## config.mk

```make
export PLATFORM = sky130hd
export DESIGN_NAME = pipeline_hazard_ctrl
export DESIGN_NICKNAME = d
export VERILOG_FILES = /design/src/rtl/pipeline_hazard_ctrl_pkg.sv /design/src/rtl/pipeline_hazard_ctrl_match.sv /design/src/rtl/pipeline_hazard_ctrl.sv
export SDC_FILE = /design/constraint.sdc
export NUM_CORES = 1
export LEC_CHECK = 0
export BUFFER_PORTS_ARGS = -buffer_cell sky130_fd_sc_hd__buf_2
export CORE_UTILIZATION = 40
export CTS_CLUSTER_DIAMETER = 60
export CTS_CLUSTER_SIZE = 30
export DETAILED_ROUTE_END_ITERATION = 12
export PLACE_DENSITY = 0.72
export SETUP_SLACK_MARGIN = 0.2
export SLEW_MARGIN = 5
export SYNTH_ARGS = -nofsm -noshare
export SYNTH_HDL_FRONTEND = slang
export SYNTH_SLANG_ARGS = --single-unit
export TNS_END_PERCENT = 1
```

## constraint.sdc

```tcl
create_clock -name clk_i_core -period 3.5 [get_ports clk_i_core]
set_input_delay 0.175 -clock clk_i_core [delete_from_list [all_inputs] [get_ports clk_i_core]]
set_output_delay 0.175 -clock clk_i_core [all_outputs]
set_load 0.01 [all_outputs]
```

## src/rtl/pipeline_hazard_ctrl_pkg.sv

```systemverilog
// Shared definitions for the pipeline hazard controller.
//   REG_AW_DEF   : default register address width (RegAddrBus width)
//   hzd_state_e  : controller FSM state encodings (2 bits)
//   FWD_*        : EXE operand forwarding select encodings
//   fwd_select() : forwarding priority helper (EXE result beats MEM result)
package pipeline_hazard_ctrl_pkg;

  localparam int REG_AW_DEF = 5;

  typedef enum logic [1:0] {
    HZD_RUN   = 2'd0,
    HZD_LU    = 2'd1,
    HZD_FLUSH = 2'd2,
    HZD_WAIT  = 2'd3
  } hzd_state_e;

  localparam logic [1:0] FWD_RF     = 2'b00;
  localparam logic [1:0] FWD_EXEMEM = 2'b01;
  localparam logic [1:0] FWD_MEMWB  = 2'b10;

  // The producer currently in EXE is the youngest, so its value wins.
  function automatic logic [1:0] fwd_select(input logic exe_match, input logic mem_match);
    if (exe_match)      return FWD_EXEMEM;
    else if (mem_match) return FWD_MEMWB;
    else                return FWD_RF;
  endfunction

endpackage

```

## src/rtl/pipeline_hazard_ctrl_match.sv

```systemverilog
// hazard_match: combinational RAW comparator between one ID source and one
// producer destination. x0 never matches.
//   i_src      : source register address
//   i_src_used : instruction actually reads the source
//   i_dst      : producer destination address
//   i_dst_wen  : producer writes its destination
//   o_match    : RAW dependency present
module hazard_match #(
  parameter int REG_AW = 5
) (
  input  logic [REG_AW-1:0] i_src,
  input  logic              i_src_used,
  input  logic [REG_AW-1:0] i_dst,
  input  logic              i_dst_wen,
  output logic              o_match
);

  assign o_match = i_src_used && (i_src != '0) && i_dst_wen && (i_src == i_dst);

endmodule

```

## src/rtl/pipeline_hazard_ctrl.sv

```systemverilog
// pipeline_hazard_ctrl: central hazard controller for the 5-stage rv32 core.
// Detects RAW hazards between ID sources and EXE/MEM destinations, produces
// registered EXE forwarding selects and the stall/bubble/flush controls for
// the IFID/IDEXE/EXEMEM/MEMWB registers. Sequences load-use stalls, redirect
// flushes and data-memory wait holds.
// Optional feature: define HZD_PERF_CNT_EN to add saturating perf counters.
// Ports:
//   clk_i_core, reset_i_core (sync, active-high)
//   id_rs1_i/id_rs2_i, id_rs1_used_i/id_rs2_used_i : ID sources
//   exe_rd_i, exe_wen_i, exe_is_load_i             : EXE producer
//   mem_rd_i, mem_wen_i                            : MEM producer
//   exe_redirect_i, mem_busy_i                     : control events
//   pc_stall_o, ifid_stall_o, ifid_flush_o, idexe_bubble_o,
//   exemem_stall_o, memwb_bubble_o                 : pipeline controls
//   fwd_a_o, fwd_b_o                               : registered EXE fwd selects
//   perf_stall_o, perf_flush_o                     : perf counters (HZD_PERF_CNT_EN)
module pipeline_hazard_ctrl
  import pipeline_hazard_ctrl_pkg::*;
#(
  parameter int REG_AW       = REG_AW_DEF,
  parameter int FLUSH_CYCLES = 1
`ifdef HZD_PERF_CNT_EN
  ,
  parameter int PERF_W       = 32
`endif
) (
  input  logic              clk_i_core,
  input  logic              reset_i_core,
  input  logic [REG_AW-1:0] id_rs1_i,
  input  logic [REG_AW-1:0] id_rs2_i,
  input  logic              id_rs1_used_i,
  input  logic              id_rs2_used_i,
  input  logic [REG_AW-1:0] exe_rd_i,
  input  logic              exe_wen_i,
  input  logic              exe_is_load_i,
  input  logic [REG_AW-1:0] mem_rd_i,
  input  logic              mem_wen_i,
  input  logic              exe_redirect_i,
  input  logic              mem_busy_i,
  output logic              pc_stall_o,
  output logic              ifid_stall_o,
  output logic              ifid_flush_o,
  output logic              idexe_bubble_o,
  output logic              exemem_stall_o,
  output logic              memwb_bubble_o,
  output logic [1:0]        fwd_a_o,
  output logic [1:0]        fwd_b_o
`ifdef HZD_PERF_CNT_EN
  ,
  output logic [PERF_W-1:0] perf_stall_o,
  output logic [PERF_W-1:0] perf_flush_o
`endif
);

  localparam logic [1:0] FLUSH_LOAD = 2'(FLUSH_CYCLES - 1);

  hzd_state_e r_state, w_state_n;
  logic [1:0] r_flush_cnt, w_flush_cnt_n;
  logic       r_pend_redir, w_pend_redir_n;
  logic [1:0] r_fwd_a_p1, r_fwd_b_p1;

  logic w_m_rs1_exe, w_m_rs2_exe, w_m_rs1_mem, w_m_rs2_mem;
  logic w_load_use, w_redir_eff;

  hazard_match #(.REG_AW(REG_AW)) u_m_rs1_exe (
    .i_src(id_rs1_i), .i_src_used(id_rs1_used_i),
    .i_dst(exe_rd_i), .i_dst_wen(exe_wen_i), .o_match(w_m_rs1_exe));
  hazard_match #(.REG_AW(REG_AW)) u_m_rs2_exe (
    .i_src(id_rs2_i), .i_src_used(id_rs2_used_i),
    .i_dst(exe_rd_i), .i_dst_wen(exe_wen_i), .o_match(w_m_rs2_exe));
  hazard_match #(.REG_AW(REG_AW)) u_m_rs1_mem (
    .i_src(id_rs1_i), .i_src_used(id_rs1_used_i),
    .i_dst(mem_rd_i), .i_dst_wen(mem_wen_i), .o_match(w_m_rs1_mem));
  hazard_match #(.REG_AW(REG_AW)) u_m_rs2_mem (
    .i_src(id_rs2_i), .i_src_used(id_rs2_used_i),
    .i_dst(mem_rd_i), .i_dst_wen(mem_wen_i), .o_match(w_m_rs2_mem));

  assign w_load_use  = exe_is_load_i && (w_m_rs1_exe || w_m_rs2_exe);
  // A redirect that arrived during a memory wait is applied as soon as MEM frees up.
  assign w_redir_eff = exe_redirect_i || r_pend_redir;

  // State register
  always_ff @(posedge clk_i_core) begin
    if (reset_i_core) begin
      r_state      <= HZD_RUN;
      r_flush_cnt  <= 2'd0;
      r_pend_redir <= 1'b0;
    end else begin
      r_state      <= w_state_n;
      r_flush_cnt  <= w_flush_cnt_n;
      r_pend_redir <= w_pend_redir_n;
    end
  end

  // Next-state logic; RUN, LU and WAIT share one event decoder (the LU penalty
  // is a single cycle, and WAIT's first non-busy cycle behaves like RUN).
  always_comb begin
    w_state_n      = r_state;
    w_flush_cnt_n  = r_flush_cnt;
    w_pend_redir_n = r_pend_redir;
    if (r_state == HZD_FLUSH) begin
      if (exe_redirect_i) begin
        w_flush_cnt_n = FLUSH_LOAD;
      end else if (r_flush_cnt <= 2'd1) begin
        w_state_n = mem_busy_i ? HZD_WAIT : HZD_RUN;
      end else begin
        w_flush_cnt_n = r_flush_cnt - 2'd1;
      end
    end else if (mem_busy_i) begin
      w_state_n      = HZD_WAIT;
      w_pend_redir_n = r_pend_redir || exe_redirect_i;
    end else if (w_redir_eff) begin
      w_pend_redir_n = 1'b0;
      w_flush_cnt_n  = FLUSH_LOAD;
      w_state_n      = (FLUSH_CYCLES > 1) ? HZD_FLUSH : HZD_RUN;
    end else if (w_load_use) begin
      w_state_n = HZD_LU;
    end else begin
      w_state_n = HZD_RUN;
    end
  end

  // Output logic; everything is forced low while reset is asserted.
  always_comb begin
    pc_stall_o     = 1'b0;
    ifid_stall_o   = 1'b0;
    ifid_flush_o   = 1'b0;
    idexe_bubble_o = 1'b0;
    exemem_stall_o = 1'b0;
    memwb_bubble_o = 1'b0;
    if (!reset_i_core) begin
      if (r_state == HZD_FLUSH) begin
        // The flush keeps clearing IFID/IDEXE; a busy memory additionally holds the back end.
        ifid_flush_o   = 1'b1;
        idexe_bubble_o = 1'b1;
        if (mem_busy_i) begin
          pc_stall_o     = 1'b1;
          ifid_stall_o   = 1'b1;
          exemem_stall_o = 1'b1;
          memwb_bubble_o = 1'b1;
        end
      end else if (mem_busy_i) begin
        pc_stall_o     = 1'b1;
        ifid_stall_o   = 1'b1;
        exemem_stall_o = 1'b1;
        memwb_bubble_o = 1'b1;
      end else if (w_redir_eff) begin
        ifid_flush_o   = 1'b1;
        idexe_bubble_o = 1'b1;
      end else if (w_load_use) begin
        pc_stall_o     = 1'b1;
        ifid_stall_o   = 1'b1;
        idexe_bubble_o = 1'b1;
      end
    end
  end

  // ID -> EXE boundary: forwarding selects follow the instruction into IDEXE.
  // A stall without a bubble (memory wait) holds IDEXE, so the selects hold too.
  always_ff @(posedge clk_i_core) begin
    if (reset_i_core || idexe_bubble_o) begin
      r_fwd_a_p1 <= FWD_RF;
      r_fwd_b_p1 <= FWD_RF;
    end else if (!pc_stall_o) begin
      r_fwd_a_p1 <= fwd_select(w_m_rs1_exe, w_m_rs1_mem);
      r_fwd_b_p1 <= fwd_select(w_m_rs2_exe, w_m_rs2_mem);
    end
  end

  assign fwd_a_o = r_fwd_a_p1;
  assign fwd_b_o = r_fwd_b_p1;

`ifdef HZD_PERF_CNT_EN
  logic [PERF_W-1:0] r_perf_stall, r_perf_flush;
  logic              w_redir_acc;

  function automatic logic [PERF_W-1:0] sat_inc(input logic [PERF_W-1:0] v, input logic en);
    if (en && (v != {PERF_W{1'b1}})) return v + 1'b1;
    else                             return v;
  endfunction

  // A redirect counts once when its flush actually starts (or restarts).
  assign w_redir_acc = (r_state == HZD_FLUSH) ? exe_redirect_i : (!mem_busy_i && w_redir_eff);

  always_ff @(posedge clk_i_core) begin
    if (reset_i_core) begin
      r_perf_stall <= '0;
      r_perf_flush <= '0;
    end else begin
      r_perf_stall <= sat_inc(r_perf_stall, pc_stall_o);
      r_perf_flush <= sat_inc(r_perf_flush, w_redir_acc);
    end
  end

  assign perf_stall_o = r_perf_stall;
  assign perf_flush_o = r_perf_flush;
`endif

endmodule

```

==> results of run 1 <==
area by class of cell:
| cell class | instances | area [um^2] | area share [%] |
|---|---|---|---|
| clock buffers | 4 | 26.3 | 2.66 |
| inverters | 3 | 11.3 | 1.14 |
| multi-input cells | 79 | 547 | 55.5 |
| flip-flops and latches | 9 | 180 | 18.3 |
| well taps | 25 | 31.3 | 3.17 |
| repair buffers | 38 | 190 | 19.3 |
per-stage QoR:
stage	utilization (%)	hold WS, ns	power [W]
after floorplan	-	0.296	0.000151
after global placement	55.0	0.437	0.000182
after detailed placement	55.0	0.450	0.000184
after CTS	56.5	0.175	0.000264
after global routing	56.5	0.185	0.000279
final	56.5	0.174	0.000262
tightest hold or removal path, stage by stage:
cell,delay (ns)
sky130_fd_sc_hd__buf_2,0.11
sky130_fd_sc_hd__nor2_1,0.05
sky130_fd_sc_hd__nor2_1,0.07
registers in the layout (all words and copies together), names as in the netlist:
name          count
r_state           2
r_flush_cnt       2
fwd_a_o           2
r_pend_redir      1
fwd_b_o           2
worst paths after layout:
| path | slack (ns) | cells past startpoint | to |
|---|---|---|---|
| setup / recovery | 1.67 | 8 | idexe_bubble_o |
| hold / removal | 0.17 | 3 | r_state[1]$_SDFFE_PP0P_ |
| setup reg to reg | 1.96 | 4 | fwd_a_o[1]$_SDFFE_PP0N_ |
| hold reg to reg | 0.50 | 2 | fwd_a_o[1]$_SDFFE_PP0N_ |
cells by family after synthesis:
| group | Yosys count | share of synthesized area, % |
|---|---|---|
| simple gates | 36 | 28.8 |
| fa+ha+maj | 1 | 1.64 |
| buf+inv | 7 | 4.44 |
| flops | 9 | 23.7 |
| xor+xnor | 20 | 23.0 |
| compound gates | 22 | 18.4 |
power by group through the flow:
stage,Clock (W),Combinational [W],Sequential [W]
4_1_cts,0.0000824,0.0000764,0.000106
6_report,0.0000807,0.0000759,0.000106
3_5_place_dp,0,0.0000761,0.000108
2_1_floorplan,0,0.0000429,0.000108
3_3_place_gp,0,0.0000742,0.000108
5_1_grt,0.0000898,0.0000834,0.000106
routing by layer:
metal  routed length, um  GRT usage, %  vias to the layer above
li1                    -             -                      422
met1                 745          20.0                      358
met2                 901          34.3                       30
met3                  94          5.95                        3
met4                   8          9.70                        0
met5                   0             0                        -
Yosys cell counts (all sizes together) (2+ instances only):
| cell type | instances |
|---|---|
| nor2 | 12 |
| a211oi | 2 |
| nor4 | 4 |
| dfxtp | 9 |
| or4 | 3 |
| nand4b | 4 |
| nand2 | 4 |
| o21ai | 8 |
| a21oi | 4 |
| inv | 3 |
| nand3 | 2 |
| xnor2 | 8 |
| a31oi | 4 |
| clkbuf | 2 |
| buf | 2 |
| xor2 | 12 |
| nand2b | 2 |
==> metrics.txt, run 1 <==
status complete, no violations; part of the power in registers 40.3%; maximum number of pins on one net before global-route repair 11; Post-CTS Resized 0; # setup viols final 0; Max stage delay on crit path 0.52 ns; DIE AREA 2080 um^2; Peak VDD IR 0.000231 V; fin area 986 um^2; 1st-pass router iterations 4; overall track demand over capacity in global routing 19.2%; Die H 45.6 um; count of buffers added by post-CTS timing repair for setup 0; Critical Path RT 3.32 ns; final number of hold-violating endpoints 0; Mapped Area 761 um^2; count of non-filler cells in the finished layout 158; post-route DRC violation count 0; detail-routed net length per standard cell 11.1 um; dominant cell type by area after synthesis sky130_fd_sc_hd__dfxtp_1; via count of the first global-routing pass 745; worst slack at placement 1.55 ns; Critical Setup Path Class in -> out; most frequent cells in the layout sky130_fd_sc_hd__buf_2 (38), sky130_fd_sc_hd__xor2_1 (12), sky130_fd_sc_hd__nor2_1 (11); synthesized area per cell 8.01 um^2; cell type group with the largest total delay on the critical path simple AND/OR/NAND/NOR gates; Initial Util 43.6%; internal power 0.000184 W; FF-to-FF Start r_state[0]$_SDFFE_PP0P_; sw power 0.0000782 W; Clk Tree Root Cell sky130_fd_sc_hd__clkbuf_4; Synthesis Warnings 0; post-synthesis async set-or-reset flop share 0%; launch point of the worst hold path mem_busy_i; cell type with the highest occurrence count on the critical path sky130_fd_sc_hd__buf_2; fraction of power consumed by combinational cells 29.0%; # diodes 0; clock period minus worst slack 1.83 ns; maximum capacitance violations 0; commonest register cell after synthesis sky130_fd_sc_hd__dfxtp_1; vias 813; Tightest Pin Transition 0.586 ns; RSZ-0062 raised after global routing no; count of pins over their slew limit 0; Sw Ratio 29.8%; global-route wire length before repair 2840 um; final weighted congestion of routability-driven global placement 0.798; layout cells sized above 1 34.6%; peak fanout along the critical path 5; most common library cell in the layout ignoring fill and taps sky130_fd_sc_hd__buf_2; Hold Path Class in -> reg; Crit path buffers/inverters 2; clock power share 30.8%; insertion delay to the later sink of the worst-skew pair 0.26 ns; final routed wirelength across all metal layers 1750 um; post-synthesis net count 125; number of nets in the finished design 164; fraction of the cycle the final worst path needs 52.4%; Rows 15; HPWL after detailed placement 1520 um; I/O Buffers 38; worst slew margin relative to its limit 60.5%; number of buffers created by CTS 3; Post-Syn Instances 95; placed cell count 154; clock tree buffer depth 2; share of the synthesized area in the top cell type 23.7%; Sum Neg Setup Slack 0 ns; number of clock sinks 9; Core ar. 1750 um^2; total grt overflow 0; total I/O pin count 39; flops & latches, synth 9; TritonCTS clock tree done; antenna violations before repair 0; fin worst setup slack 1.67 ns; clock transition time at the flip-flop clock pins of the worst setup and hold paths 0.06 ns; highest-delay cell along the critical path sky130_fd_sc_hd__or4_1; Critical Path Sink Type output pin; startpoint type of the worst setup path input port; Synth cell types 32; static leakage 0.428 nW; Detailed Route Iter0 Violations 9; cell-by-cell trace of the critical path buf_2 -> or4_1 -> o21ai_1 -> nand4b_2 -> nand2b_4 -> a31oi_1 -> nor2_1 -> buf_2; maximum clock rate 0.545 GHz; portion of the post-synthesis area used by sequential elements 23.7%; CP Launch Point id_rs2_i[1]; die outline width 45.6 um; total number of H-tree levels 1; final setup skew 0.00510 ns; power density over cell area 266 nW/um^2; arrival time at the worst endpoint 1.66 ns; via density per instance 5.15; synthesis-to-layout area growth 29.6%; count of hold buffers inserted by post-cts repair 0; ANT nets after route 0; number of enable flip-flop cells after synthesis 0; main area contributors after synthesis sky130_fd_sc_hd__dfxtp_1 (24%), sky130_fd_sc_hd__xor2_1 (14%), sky130_fd_sc_hd__xnor2_1 (9.2%); Fillers 180; post-detailed-placement cell area 960 um^2
No activity file was read; power rests on OpenSTA's default activity.
==> inputs of run 2 (changes only) <==
==> constraint.sdc (replaced) <==
create_clock -name clk_i_core -period 1.9 [get_ports clk_i_core]
set_input_delay 0.095 -clock clk_i_core [delete_from_list [all_inputs] [get_ports clk_i_core]]
set_output_delay 0.095 -clock clk_i_core [all_outputs]
set_load 0.01 [all_outputs]
==> run 2 against run 1 <==
- register-to-register slack worse by 1.6 ns
- routed wire length is 3.3% higher
- core utilization is 0.86 points higher
- first-iteration DRC count increased by 67%
- die area is the same
- largest cell class unchanged
- highest routed layer unchanged
==> metrics.txt, run 2 (synthesized netlist as in run 1, its figures left out) <==
status complete, no violations; most frequent cells in the layout sky130_fd_sc_hd__buf_2 (38), sky130_fd_sc_hd__xor2_1 (12), sky130_fd_sc_hd__nor2_1 (11); number of nets in the finished design 164 (unchanged); # diodes 0 (unchanged); worst slew margin relative to its limit 63.6% (+3.1 points); cell depth of the worst min-delay path 3 (unchanged); fraction of the cycle the final worst path needs 86.8%; cell type with the highest occurrence count on the critical path sky130_fd_sc_hd__buf_2; hold path endpoint r_state[1]$_SDFFE_PP0P_; most common library cell in the layout ignoring fill and taps sky130_fd_sc_hd__buf_2; layout cells sized above 1 35.3% (+0.75 points); Critical Setup Path Class in -> out; power density over cell area 486 nW/um^2 (+83%); Rows 15 (unchanged); post-route DRC violation count 0 (unchanged); maximum number of pins on one net before global-route repair 11 (unchanged); Sw Ratio 30.2% (+0.32 points); sw power 0.000147 W (+88%); logic depth of the worst register-to-register path 5 (+1); total grt overflow 0 (unchanged); number of buffers created by CTS 3 (unchanged); die outline width 45.6 um (unchanged); Core ar. 1750 um^2 (unchanged); final number of hold-violating endpoints 0 (unchanged); internal power 0.000340 W (+85%); count of pins over their slew limit 0 (unchanged); static leakage 0.439 nW (+2.7%); insertion delay to the later sink of the worst-skew pair 0.26 ns (about the same); antenna violations before repair 0 (unchanged); RSZ-0062 raised after global routing no; final weighted congestion of routability-driven global placement 0.798 (unchanged); global-route wire length before repair 2760 um (-2.9%); Detailed Route Iter0 Violations 15 (+6); cell type group with the largest total delay on the critical path simple AND/OR/NAND/NOR gates; overall track demand over capacity in global routing 18.5% (-0.74 points); number of stages on the worst setup path 8 (unchanged); vias 815 (+0.25%); 1st-pass router iterations 4 (unchanged); placed cell count 154 (unchanged); count of non-filler cells in the finished layout 158 (unchanged); FF-to-FF Start r_state[0]$_SDFFE_PP0P_; clock tree buffer depth 2 (unchanged); Tightest Pin Transition 0.544 ns (-0.0425 ns); synthesis-to-layout area growth 31.6%; peak fanout along the critical path 5 (unchanged); Max stage delay on crit path 0.52 ns (about the same); maximum capacitance violations 0 (unchanged); Die H 45.6 um (unchanged); HPWL after detailed placement 1530 um (+1.3%); arrival time at the worst endpoint 1.55 ns (-0.11 ns); final worst hold slack 0.0947 ns (-0.0797 ns); number of clock sinks 9 (unchanged); launch point of the worst hold path mem_busy_i; Crit path buffers/inverters 2 (unchanged); via count of the first global-routing pass 738 (-0.94%); Post-CTS Resized 0 (unchanged); clock transition time at the flip-flop clock pins of the worst setup and hold paths 0.06 ns (about the same); Critical Path Sink Type output pin; Hold Path Class in -> reg; count of hold buffers inserted by post-cts repair 0 (unchanged); final routed wirelength across all metal layers 1810 um (+3.3%); Sum Neg Setup Slack 0 ns (unchanged); Fillers 169 (-6.1%); Peak VDD IR 0.000354 V (+53%); internal reg-to-reg setup slack 0.39 ns (-1.57 ns); I/O Buffers 38 (unchanged); highest-delay cell along the critical path sky130_fd_sc_hd__or4_1; DIE AREA 2080 um^2 (unchanged); maximum clock rate 0.606 GHz; ANT nets after route 0 (unchanged); Initial Util 43.6% (unchanged); TritonCTS clock tree done; clock period minus worst slack 1.65 ns; total number of H-tree levels 1 (unchanged); detail-routed net length per standard cell 11.4 um (+3.3%); via density per instance 5.16 (+0.25%); reg-to-reg endpoint fwd_b_o[1]$_SDFFE_PP0N_; count of buffers added by post-CTS timing repair for setup 0 (unchanged); startpoint type of the worst setup path input port; fraction of power consumed by combinational cells 29.8% (+0.8 points); clock power share 30.3% (-0.5 points); Critical Path RT 1.80 ns (-1.52 ns); part of the power in registers 39.9% (-0.4 points); # setup viols final 0 (unchanged); cell-by-cell trace of the critical path buf_2 -> or4_1 -> o21ai_1 -> nand4b_4 -> nand2b_4 -> a31oi_1 -> nor2_1 -> buf_2; total I/O pin count 39 (unchanged); final setup skew 0.00394 ns (-0.00117 ns); Clk Tree Root Cell sky130_fd_sc_hd__clkbuf_4
==> run 2: cell counts in the layout (fill, tap and decap cells not counted) <==
No cell type changed its count.
==> run 2: tightest hold or removal path, stage by stage <==
cell                     delay [ns]
sky130_fd_sc_hd__buf_2         0.11
sky130_fd_sc_hd__nor2_1        0.05
sky130_fd_sc_hd__nor2_1        0.07
==> run 2: how the worst max path moves through the flow <==
stage / from / endpoint / slack [ns]
after floorplan: id_rs2_i[1] / fwd_a_o[1]$_SDFFE_PP0N_ / 0.30
final: id_rs2_i[1] / idexe_bubble_o / 0.25
after global routing: id_rs2_i[1] / idexe_bubble_o / 0.20
after CTS: id_rs2_i[1] / idexe_bubble_o / 0.22
after global placement: id_rs2_i[1] / fwd_a_o[1]$_SDFFE_PP0N_ / 0.03
after detailed placement: id_rs2_i[1] / fwd_a_o[1]$_SDFFE_PP0N_ / 0.03
==> run 2: power by group through the flow <==
stage / Combinational (W) / Clock (W) / Sequential, W
2_1_floorplan: 0.0000790 / 0 / 0.000198
3_3_place_gp: 0.000137 / 0 / 0.000198
3_5_place_dp: 0.000141 / 0 / 0.000199
4_1_cts: 0.000141 / 0.000150 / 0.000194
5_1_grt: 0.000158 / 0.000163 / 0.000195
6_report: 0.000145 / 0.000147 / 0.000194
==> run 2: metrics by stage <==
step                      setup slack [ns]  util, %  instance area [um^2]  power [W]
after CTS                            0.224     56.5                   986   0.000486
final                                0.251     57.3                  1000   0.000487
after global routing                 0.205     57.3                  1000   0.000516
after global placement              0.0260     55.0                   960   0.000335
after detailed placement            0.0257     55.0                   960   0.000340
after floorplan                      0.304        -                   761   0.000277
==> run 2: routing by layer <==
layer | GRT usage [%] | vias up | wire length, um
li1 | - | 418 | -
met2 | 34.6 | 38 | 921
met1 | 18.6 | 355 | 766
met4 | 8.48 | 0 | 26
met5 | 0 | - | 0
met3 | 5.16 | 4 | 91
==> run 2: final cells by class <==
type	count	area (um^2)	share of cell area (%)
well taps	25	31.3	3.13
repair buffers	38	190	19.0
clock buffers	4	26.3	2.63
inverters	3	11.3	1.13
flip-flops and latches	9	180	18.0
multi-input cells	79	562	56.1
==> inputs of run 3 (changes only) <==
--- a/config.mk
+++ b/config.mk
@@ -10,7 +10,7 @@
 export CTS_CLUSTER_DIAMETER = 60
 export CTS_CLUSTER_SIZE = 30
 export DETAILED_ROUTE_END_ITERATION = 12
-export PLACE_DENSITY = 0.72
+export PLACE_DENSITY = 0.75
 export SETUP_SLACK_MARGIN = 0.2
 export SLEW_MARGIN = 5
 export SYNTH_ARGS = -nofsm -noshare
==> constraint.sdc (replaced) <==
create_clock -name clk_i_core -period 1.37 [get_ports clk_i_core]
set_input_delay 0.0685 -clock clk_i_core [delete_from_list [all_inputs] [get_ports clk_i_core]]
set_output_delay 0.0685 -clock clk_i_core [all_outputs]
set_load 0.01 [all_outputs]
==> run 3 against run 2 <==
- worst setup slack got worse by 0.48 ns
- power rose by 54%
- clock skew shrank 0.0017 ns
- clock power rose by 41%
- critical path depth did not move
- the run now ends with setup timing left
- non-clock buffer count grew 21
- sequential share of layout area decreased by 3.4 points
- cell area up 23%
- combinational power rose by 88%
- core utilization up 13 points
- sequential power increased by 40%
==> metrics.txt, run 3 (synthesized netlist as in run 1, its figures left out) <==
status complete, but fails checks; failing checks setup timing; maximum capacitance violations 0 (unchanged); number of buffers created by CTS 3 (unchanged); placed cell count 170 (+10%); HPWL after detailed placement 1780 um (+16%); fraction of the cycle the final worst path needs 117%; # diodes 0 (unchanged); via density per instance 5.23 (+1.4%); layout cells sized above 1 51.9% (+17 points); clock tree buffer depth 2 (unchanged); final routed wirelength across all metal layers 2400 um (+33%); fin worst setup slack -0.234 ns (-0.485 ns); static leakage 0.557 nW (+27%); antenna violations before repair 0 (unchanged); Rows 15 (unchanged); GRT met3 Usage 4.76% (-0.40 points); highest-utilization routing layer at the global route stage met2; final setup skew 0.00226 ns (-0.00168 ns); Critical Path Sink Type output pin; clock transition time at the flip-flop clock pins of the worst setup and hold paths 0.06 ns (about the same); I/O Buffers 38 (unchanged); final weighted congestion of routability-driven global placement 0.918 (+15%); # setup viols final 7 (+7); number of clock sinks 9 (unchanged); global-route met1 utilization 30.3% (+12 points); most frequent cells in the layout sky130_fd_sc_hd__buf_2 (36), sky130_fd_sc_hd__buf_4 (18), sky130_fd_sc_hd__xor2_1 (12); FF-to-FF Start r_pend_redir$_SDFFE_PP0P_; insertion delay to the later sink of the worst-skew pair 0.26 ns (about the same); detail-routed net length per standard cell 13.4 um (+17%); TritonCTS clock tree done; CP Launch Point id_rs2_i[2]; startpoint type of the worst setup path input port; Detailed Route Iter0 Violations 16 (+1); DIE AREA 2080 um^2 (unchanged); overall track demand over capacity in global routing 26.1% (+7.6 points); Tightest Pin Transition 0.280 ns (-0.263 ns); maximum clock rate 0.623 GHz; number of nets in the finished design 185 (+13%); vias 936 (+15%); via count of the first global-routing pass 886 (+20%); power density over cell area 608 nW/um^2 (+25%); Die H 45.6 um (unchanged); total number of H-tree levels 1 (unchanged); 1st-pass router iterations 5 (+1); worst slew margin relative to its limit 81.1% (+18 points); synthesis-to-layout area growth 62.3%; end-of-flow core utilization 70.8% (+13 points); final worst hold slack 0.0878 ns (-0.00697 ns); count of non-filler cells in the finished layout 179 (+13%); RSZ-0062 raised after global routing yes; Critical Setup Path Class in -> out; Initial Util 43.6% (unchanged); Hold Path Class in -> reg; Core ar. 1750 um^2 (unchanged); global-route wire length before repair 3910 um (+41%); total I/O pin count 39 (unchanged); launch point of the worst hold path mem_busy_i; met2 routing resource usage after global routing 47.7% (+13 points); Clk Tree Root Cell sky130_fd_sc_hd__clkbuf_4; total grt overflow 0 (unchanged); die outline width 45.6 um (unchanged); Critical Path RT 1.30 ns (-0.50 ns); post-route DRC violation count 0 (unchanged); arrival time at the worst endpoint 1.54 ns (about the same); final number of hold-violating endpoints 0 (unchanged); peak fanout along the critical path 3 (-2); ANT nets after route 0 (unchanged); maximum number of pins on one net before global-route repair 11 (unchanged); most common library cell in the layout ignoring fill and taps sky130_fd_sc_hd__buf_2; Peak VDD IR 0.000465 V (+31%); clock period minus worst slack 1.60 ns; worst slack at placement -0.392 ns (-0.417 ns); count of pins over their slew limit 0 (unchanged); Total Power 0.000751 W (+54%)
-- run 3: cell types whose count changed in the layout (fill, tap and decap cells not counted), sizes merged --
cell  previous run  this run
buf             38        59
-- run 3: what timing repair did --
action | in CTS | in global routing
resized for setup | 14 | 7
pin swaps | 10 | 1
buffers inserted | 5 | 0
endpoints found under the setup margin | 11 | 11
hold buffers | 0 | 0
-- run 3: final cells by class --
class / instances / area (um^2)
multi-input combinational: 79 / 614
timing repair buffer: 59 / 372
fill: 143 / 510
inverter: 3 / 11.3
tap: 25 / 31.3
sequential: 9 / 180
clock buffer: 4 / 26.3
-- run 3: worst max-delay path: stages --
cell and delay, ns:
sky130_fd_sc_hd__buf_2 0.11, sky130_fd_sc_hd__or4_1 0.55, sky130_fd_sc_hd__o21ai_2 0.15, sky130_fd_sc_hd__nand4b_4 0.16, sky130_fd_sc_hd__nand2b_4 0.07, sky130_fd_sc_hd__buf_6 0.11
sky130_fd_sc_hd__a21o_1 0.17, sky130_fd_sc_hd__buf_2 0.14
-- run 3: layer usage --
layer  vias up  share of wire (%)  routed length, um
met5         -                  0                  0
met4         0                1.9                 46
met3         8                3.8                 91
met2        30                 56               1340
met1       437                 38                919
li1        461                  -                  -
-- run 3: path summary, 6_finish.rpt --
path                            cells after the start                       to  slack (ns)
worst min register to register                      2  fwd_b_o[1]$_SDFFE_PP0N_        0.49
worst min-delay path                                3  r_state[1]$_SDFFE_PP0P_        0.09
worst max-delay path                                8             ifid_stall_o       -0.23
worst max register to register                      5  fwd_b_o[0]$_SDFFE_PP0N_       -0.10
-- run 3: where the power goes --
part,leakage (nW),internal (W),switching (W)
combinational,0.469,0.000140,0.000133
sequential,0.0732,0.000268,0.00000337
clock,0.0150,0.000112,0.0000950
-- run 3: stage by stage --
stage | instance area, um^2 | setup TNS (ns)
2_1_floorplan | 769 | -0.657
3_3_place_gp | 1090 | -2.61
3_5_place_dp | 1090 | -2.73
4_1_cts | 1210 | -0.834
5_1_grt | 1230 | -1.45
6_report | 1230 | -1.09
